===== config.mk =====
export PLATFORM = sky130hd
export DESIGN_NAME = tl_sensor_cond
export DESIGN_NICKNAME = d
export VERILOG_FILES = /design/src/rtl/tl_sensor_cond.sv
export SDC_FILE = /design/constraint.sdc
export NUM_CORES = 1
export LEC_CHECK = 0
export CAP_MARGIN = 40
export CELL_PAD_IN_SITES_DETAIL_PLACEMENT = 0
export CELL_PAD_IN_SITES_GLOBAL_PLACEMENT = 1
export CORE_MARGIN = 2
export CORE_UTILIZATION = 42
export CTS_CLUSTER_DIAMETER = 200
export DETAILED_ROUTE_END_ITERATION = 16
export HOLD_SLACK_MARGIN = 0.03
export MAX_ROUTING_LAYER = met4
export PLACE_DENSITY_LB_ADDON = 0.08
export SYNTH_ARGS = -nofsm -noshare
export SYNTH_HDL_FRONTEND = slang
export SYNTH_SLANG_ARGS = --single-unit

===== constraint.sdc =====
create_clock -name clk -period 1.18 [get_ports clk]
set_input_delay 0.118 -clock clk [delete_from_list [all_inputs] [get_ports clk]]
set_output_delay 0.118 -clock clk [all_outputs]
set_load 0.02 [all_outputs]

===== src/rtl/tl_sensor_cond.sv =====
// Detector conditioning for the left-turn traffic light controller:
// per-input synchroniser + debounce, plus latched left-turn requests.

module tl_sensor_chan #(
  parameter int unsigned DEB_CYCLES = 4,
  parameter int unsigned CNT_W      = 3
) (
  input  logic clk,
  input  logic reset_n,
  input  logic raw,
  output logic level
);

  localparam logic [CNT_W-1:0] CNT_LAST = CNT_W'(DEB_CYCLES - 1);

  logic             s1;
  logic             s2;
  logic [CNT_W-1:0] cnt;

  // Counter only runs while the synchronised input disagrees with the
  // accepted level, so any reversal restarts the qualification window.
  always_ff @(posedge clk or negedge reset_n) begin
    if (!reset_n) begin
      s1    <= 1'b0;
      s2    <= 1'b0;
      level <= 1'b0;
      cnt   <= '0;
    end else begin
      s1 <= raw;
      s2 <= s1;
      if (s2 == level) begin
        cnt <= '0;
      end else if (cnt == CNT_LAST) begin
        level <= s2;
        cnt   <= '0;
      end else begin
        cnt <= cnt + CNT_W'(1);
      end
    end
  end

endmodule

module tl_sensor_cond #(
  parameter int unsigned DEB_CYCLES = 4,
  parameter int unsigned CNT_W      = 3
) (
  input  logic       clk,
  input  logic       reset_n,
  input  logic       raw_a,
  input  logic       raw_al,
  input  logic       raw_b,
  input  logic       raw_bl,
  input  logic [1:0] La,
  input  logic [1:0] Lb,
  output logic       Ta,
  output logic       Tal,
  output logic       Tb,
  output logic       Tbl
);

  typedef enum logic [1:0] {
    LIGHT_GREEN  = 2'b00,
    LIGHT_YELLOW = 2'b01,
    LIGHT_ARROW  = 2'b10,
    LIGHT_RED    = 2'b11
  } light_t;

  logic f_al;
  logic f_bl;
  logic arrow_a;
  logic arrow_b;

  tl_sensor_chan #(.DEB_CYCLES(DEB_CYCLES), .CNT_W(CNT_W)) u_chan_a (
    .clk(clk), .reset_n(reset_n), .raw(raw_a), .level(Ta)
  );

  tl_sensor_chan #(.DEB_CYCLES(DEB_CYCLES), .CNT_W(CNT_W)) u_chan_al (
    .clk(clk), .reset_n(reset_n), .raw(raw_al), .level(f_al)
  );

  tl_sensor_chan #(.DEB_CYCLES(DEB_CYCLES), .CNT_W(CNT_W)) u_chan_b (
    .clk(clk), .reset_n(reset_n), .raw(raw_b), .level(Tb)
  );

  tl_sensor_chan #(.DEB_CYCLES(DEB_CYCLES), .CNT_W(CNT_W)) u_chan_bl (
    .clk(clk), .reset_n(reset_n), .raw(raw_bl), .level(f_bl)
  );

  always_comb begin
    arrow_a = (light_t'(La) == LIGHT_ARROW);
    arrow_b = (light_t'(Lb) == LIGHT_ARROW);
  end

  // Serving the arrow clears the request and overrides a concurrent set.
  always_ff @(posedge clk or negedge reset_n) begin
    if (!reset_n) begin
      Tal <= 1'b0;
      Tbl <= 1'b0;
    end else begin
      Tal <= (Tal | f_al) & ~arrow_a;
      Tbl <= (Tbl | f_bl) & ~arrow_b;
    end
  end

endmodule


# == Yosys cells after proc, flatten, opt, wreduce, memory -nomap -nowiden ==
# Index checks and enable logic that the tools add are counted.
# word_totals
ff_bits,26
input_bits,10
word_cells,54
# classes
add_sub_neg,4
eq_ne,10
muxes,8
n_bitwise,10
reduce_logical,4
# ops
op,count
3-bit 2-to-1 mux,8
"3-bit by 1-bit adder with 3-bit output, second input constant",4
"3-bit by 2-bit equality test with 1-bit output, second input constant",4
2-bit AND reduction,4
1-bit inverter,6
1-bit equality test,4
"2-bit equality test, second input constant",2
1-bit AND,2
1-bit bitwise OR,2

# == Logic depth before layout (Yosys ltp) ==
# depth
ltp_word,3
depth_mapped,3
ltp_nobuf,3

# == Hierarchy ==
# Synthesis repeated with hierarchy kept, for this count alone.
# unflattened
cells_unflattened,60
hier_area_um2,953.4
# modules_own_cells
mod,n_inst,cells_each,area_each_um2
tl_sensor_chan (u_chan_al ...),3,13,216.5
tl_sensor_chan (u_chan_a),1,13,229.0
tl_sensor_cond,1,8,75.1

# == Least setup slack after synthesis ==
# No wires, ideal clock.
# synth_timing
path_type,register to register
startpoint,register u_chan_bl.cnt[0]
endpoint,register u_chan_bl.level
arrival_ns,0.965
path_slack_ns,0.090
path_stages_with_launch,4
cell_sequence,dfrtp_1 ha_1 nor2b_4 mux2_2
# synth_between
elab_chain_len,2
# synth_rtl
item,line_no,source
"start, declared",18,logic [CNT_W-1:0] cnt;
"start signal, assigned",37,cnt <= cnt + CNT_W'(1);
3-bit by 2-bit equality test with 1-bit output,33,end else if (cnt == CNT_LAST) begin
2-bit AND reduction (no line),--,
"end signal, assigned",26,level <= 1'b0;
"end signal, assigned",34,level <= s2;
"end, declared",11,output logic level
# No other way between the ends.
# A chain may end at the register's enable or synchronous reset.

# == Worst setup path in the final report ==
# Ends and elaborated chain as after synthesis.

==> results.md <==
- The run finished with clean final reports.
- The average instance in the mapped netlist occupies 15.7 µm².
- The final number of setup-violating endpoints is 0.
- Walking the worst path, the cells encountered are ha_2 -> nor2b_4 -> mux2_2.
- Before CTS, the worst setup slack after placement is roughly 0.038 ns.
- Once detailed placement completed, the half-perimeter wirelength came to roughly 870 µm.
- The clock arrives with 0.00164 ns of skew.
- The worst hold slack after final layout is 0.145 ns.
- Clock-pin slew was measured on the worst setup and hold paths at between 0.1 and 0.15 ns.
- The clock tree buffer depth is 2.
- The clock network latency to the later pin of the worst-skew pair is 0.30 ns.
- The Yosys step of the flow raised 0 warnings.
- The clock drives 26 sinks.
- The count of nets left with antenna violations once routing finished came out at 0.
- The library cells used most frequently in the layout, excluding fill and tap cells, are sky130_fd_sc_hd__dfrtp_1 (26), sky130_fd_sc_hd__clkdlybuf4s50_1 (9), sky130_fd_sc_hd__nor3b_1 (6).
- Headroom to the max-slew limit came out at 79.4%.
- The data arrival time of the worst path is 1.35 ns.
- In this design, the stage delay of the slowest critical-path cell is roughly 0.37 ns.
- STA classifies the critical path endpoint as a flip-flop.
- From left edge to right edge, the die measures around 51 µm.
- The total die area is 0.00264 mm².
- The class of the most critical setup path is flip-flop to flip-flop.
- In this run the core area contains 17 standard-cell rows.
- For the pin with the worst max-slew slack, the measured transition is 0.307 ns.
- The initial antenna violation count is 0.
- The cell chosen for the clock root is sky130_fd_sc_hd__clkbuf_4.
- The power density over cell area is 1990 mW/mm².
- Derived from the worst setup path, the maximum achievable clock frequency is 0.872 GHz.
- The number of hold violations in the final report was 0.
- Global routing finished with a remaining overflow of 0.
- After detailed routing, the average wire length per cell comes to about 11 µm.
- The detailed-route vias per instance is 4.64.
- The final worst setup slack is 0.0327 ns.
- The tightest min-delay check is of the input pin to asynchronous set/reset pin type.
- The worst-case IR drop observed on VDD is 0.923 mV.
- The cell family with the largest share of critical-path delay is flip-flops.
- The total buffers and inverters traversed by the critical path is 0.
- Registers take 651 µm².
- In this run the worst path has a maximum fanout of 3.
- The number of primary I/O pins is 14.
- The core outline area is 0.00217 mm².
- At the end of routability-driven placement, the weighted congestion stood at approximately 0.66.
- After clock tree synthesis, the flow added hold-fix buffers numbering 0.
- The part of the Yosys area used for sequential elements is 68.9%.
- The count of H-tree levels built during CTS is 1.
- The standby leakage power is 0.531 nW.
- The clock period minus worst slack is 1.15 ns.
- When the netlist entered floorplanning its net count stood at 74.
- The height of the die is 51.4 µm.
- The first global-routing pass estimated 2240 µm of wire.
- The all-layer global routing usage is between 10% and 20%.
- The final worst-path cycle share is 97.2%.
- Entering global routing, the biggest net connects 27 pins.
- The via count of the first global-routing pass is 525.
- By area the synthesized netlist is led by sky130_fd_sc_hd__dfrtp_1 (69%), sky130_fd_sc_hd__nor2b_4 (5.8%), sky130_fd_sc_hd__ha_1 (5.3%), sky130_fd_sc_hd__mux2_2 (4.8%), sky130_fd_sc_hd__nor3b_1 (4.8%).
- The cell area after synthesis is 945 µm².
- The number of pins exceeding their max-slew limit in the final report is 0.
- The area added between synthesis and finish is 25.7%.
- The final layout contains 96 nets.
- Summed over all instances, the cell type with the most area after synthesis is sky130_fd_sc_hd__dfrtp_1.
- Of the post-synthesis cell area, the dominant cell type holds 68.9%.
- In this run, distinct cell masters in the synthesized netlist total 12.
- After the first detailed-routing iteration, the DRC count stood at 2.
- The startpoint class of the critical path is a flip-flop.
- In the final layout, the multi-input gates occupy 300 µm².
- Leaving out fill and tap cells, the most frequent cell in the layout is sky130_fd_sc_hd__dfrtp_1.
- Counting flops and latches in the post-synthesis netlist gives 26.
- Detailed routing inserted a total of 506 vias.
- The starting density of the core is 43.5%.
- The number of clock buffers added by TritonCTS is 3.
- The DRC violation count after routing is 0.
- Of the cells placed in the final design, the portion with a size suffix greater than 1 is 29.6%.
- The clock tree from TritonCTS is yes.
- The sum of routed wire length over all layers is 1170 µm.
- The number of iterations in the first detailed-routing pass is 2.
- After filler insertion, the fill cell instance count of the layout stands at 199.
- The slowest stage of the critical path belongs to the cell sky130_fd_sc_hd__dfrtp_1.
- The repair_antennas step left the layout with diodes totalling 0.
- After technology mapping, the gate count stands at 60.
- Max-cap violations in this run came to 0.
- For the worst setup path, the data required time is 1.39 ns.
- Input and output buffers added on the ports amount to 13.
final cells by class:
class / instances / share of cell area (%)
Timing Repair Buffer: 17 / 13.3
Sequential cell: 26 / 54.8
Tap cell: 28 / 2.95
Clock buffer: 4 / 3.06
Inverter: 2 / 0.632
Multi-Input combinational cell: 32 / 25.3
repair_timing:
| action | 4_1_cts | 5_1_grt |
|---|---|---|
| endpoints found under the setup margin | 4 | 8 |
| cloned | 0 | 0 |
| pin swaps | 0 | 4 |
| setup buffers | 0 | 3 |
| resized for setup | 6 | 10 |
stage by stage:
step / instances / TNS (ns) / utilization (%) / total power [mW] / cell area (µm²)
after floorplan: 60 / 0 / - / 1.71 / 945
after global placement: 102 / 0 / 52.1 / 1.96 / 1130
after detailed placement: 102 / 0 / 52.1 / 1.97 / 1130
after CTS: 106 / 0 / 53.6 / 2.36 / 1160
after global routing: 109 / -0.000737 / 54.7 / 2.56 / 1190
final: 109 / 0 / 54.7 / 2.36 / 1190
sequential cells by signal (all words and copies together), names as in the netlist, 3 cells and up:
register       cells
u_chan_a.cnt       3
u_chan_b.cnt       3
u_chan_al.cnt      3
u_chan_bl.cnt      3
path summary, 6_finish.rpt:
kind	from	end	slack, ns	depth (start not counted)
max	u_chan_bl.cnt[0]	u_chan_bl.level	0.03	3
min	reset_n	u_chan_a.cnt[2]	0.14	2
max reg2reg	u_chan_bl.cnt[0]	u_chan_bl.level	0.03	3
min reg2reg	u_chan_al.s1	u_chan_al.s2	0.36	0
max in group asynchronous	reset_n	u_chan_al.level	0.90	2
min in group clk	raw_al	u_chan_al.s1	0.24	1
cell families after synthesis:
logic type                 after synthesis  synth area share [%]
and+or+nand+nor                         18                  15.5
xor gates and xnor gates                 4                  3.71
muxes                                    4                  4.77
buffers and inverters                    2                 0.795
AOI/OAI and AO/OA                        2                  1.06
DFF                                     26                  68.9
adders and majority gates                4                  5.30
power breakdown:
group          leakage (nW)  internal, mW  total, mW  switching [mW]
Combinational         0.187         0.398      0.703           0.305
Sequential            0.323          1.11       1.24           0.128
Clock                0.0210         0.188      0.425           0.237
Total                 0.531          1.69       2.36           0.670
layer usage:
layer	up-vias	GRT usage, %	routed length, µm
met5	-	-	0
met4	0	5.26	13
met3	2	3.80	68
met2	11	17.7	571
met1	252	15.0	521
li1	241	-	-
worst reg2reg max path, stage by stage (launching register included):
cell	delay, ns
sky130_fd_sc_hd__dfrtp_1	0.37
sky130_fd_sc_hd__ha_2	0.18
sky130_fd_sc_hd__nor2b_4	0.16
sky130_fd_sc_hd__mux2_2	0.33
cells in the mapped netlist (all sizes together):
master and n:
a21oi 2, nor3 4, xnor2 4, nor2b 5
inv 2, mux2 4, nor3b 7, nor2 2
dfrtp 26, ha 4
(Power assumes the default switching activity.)
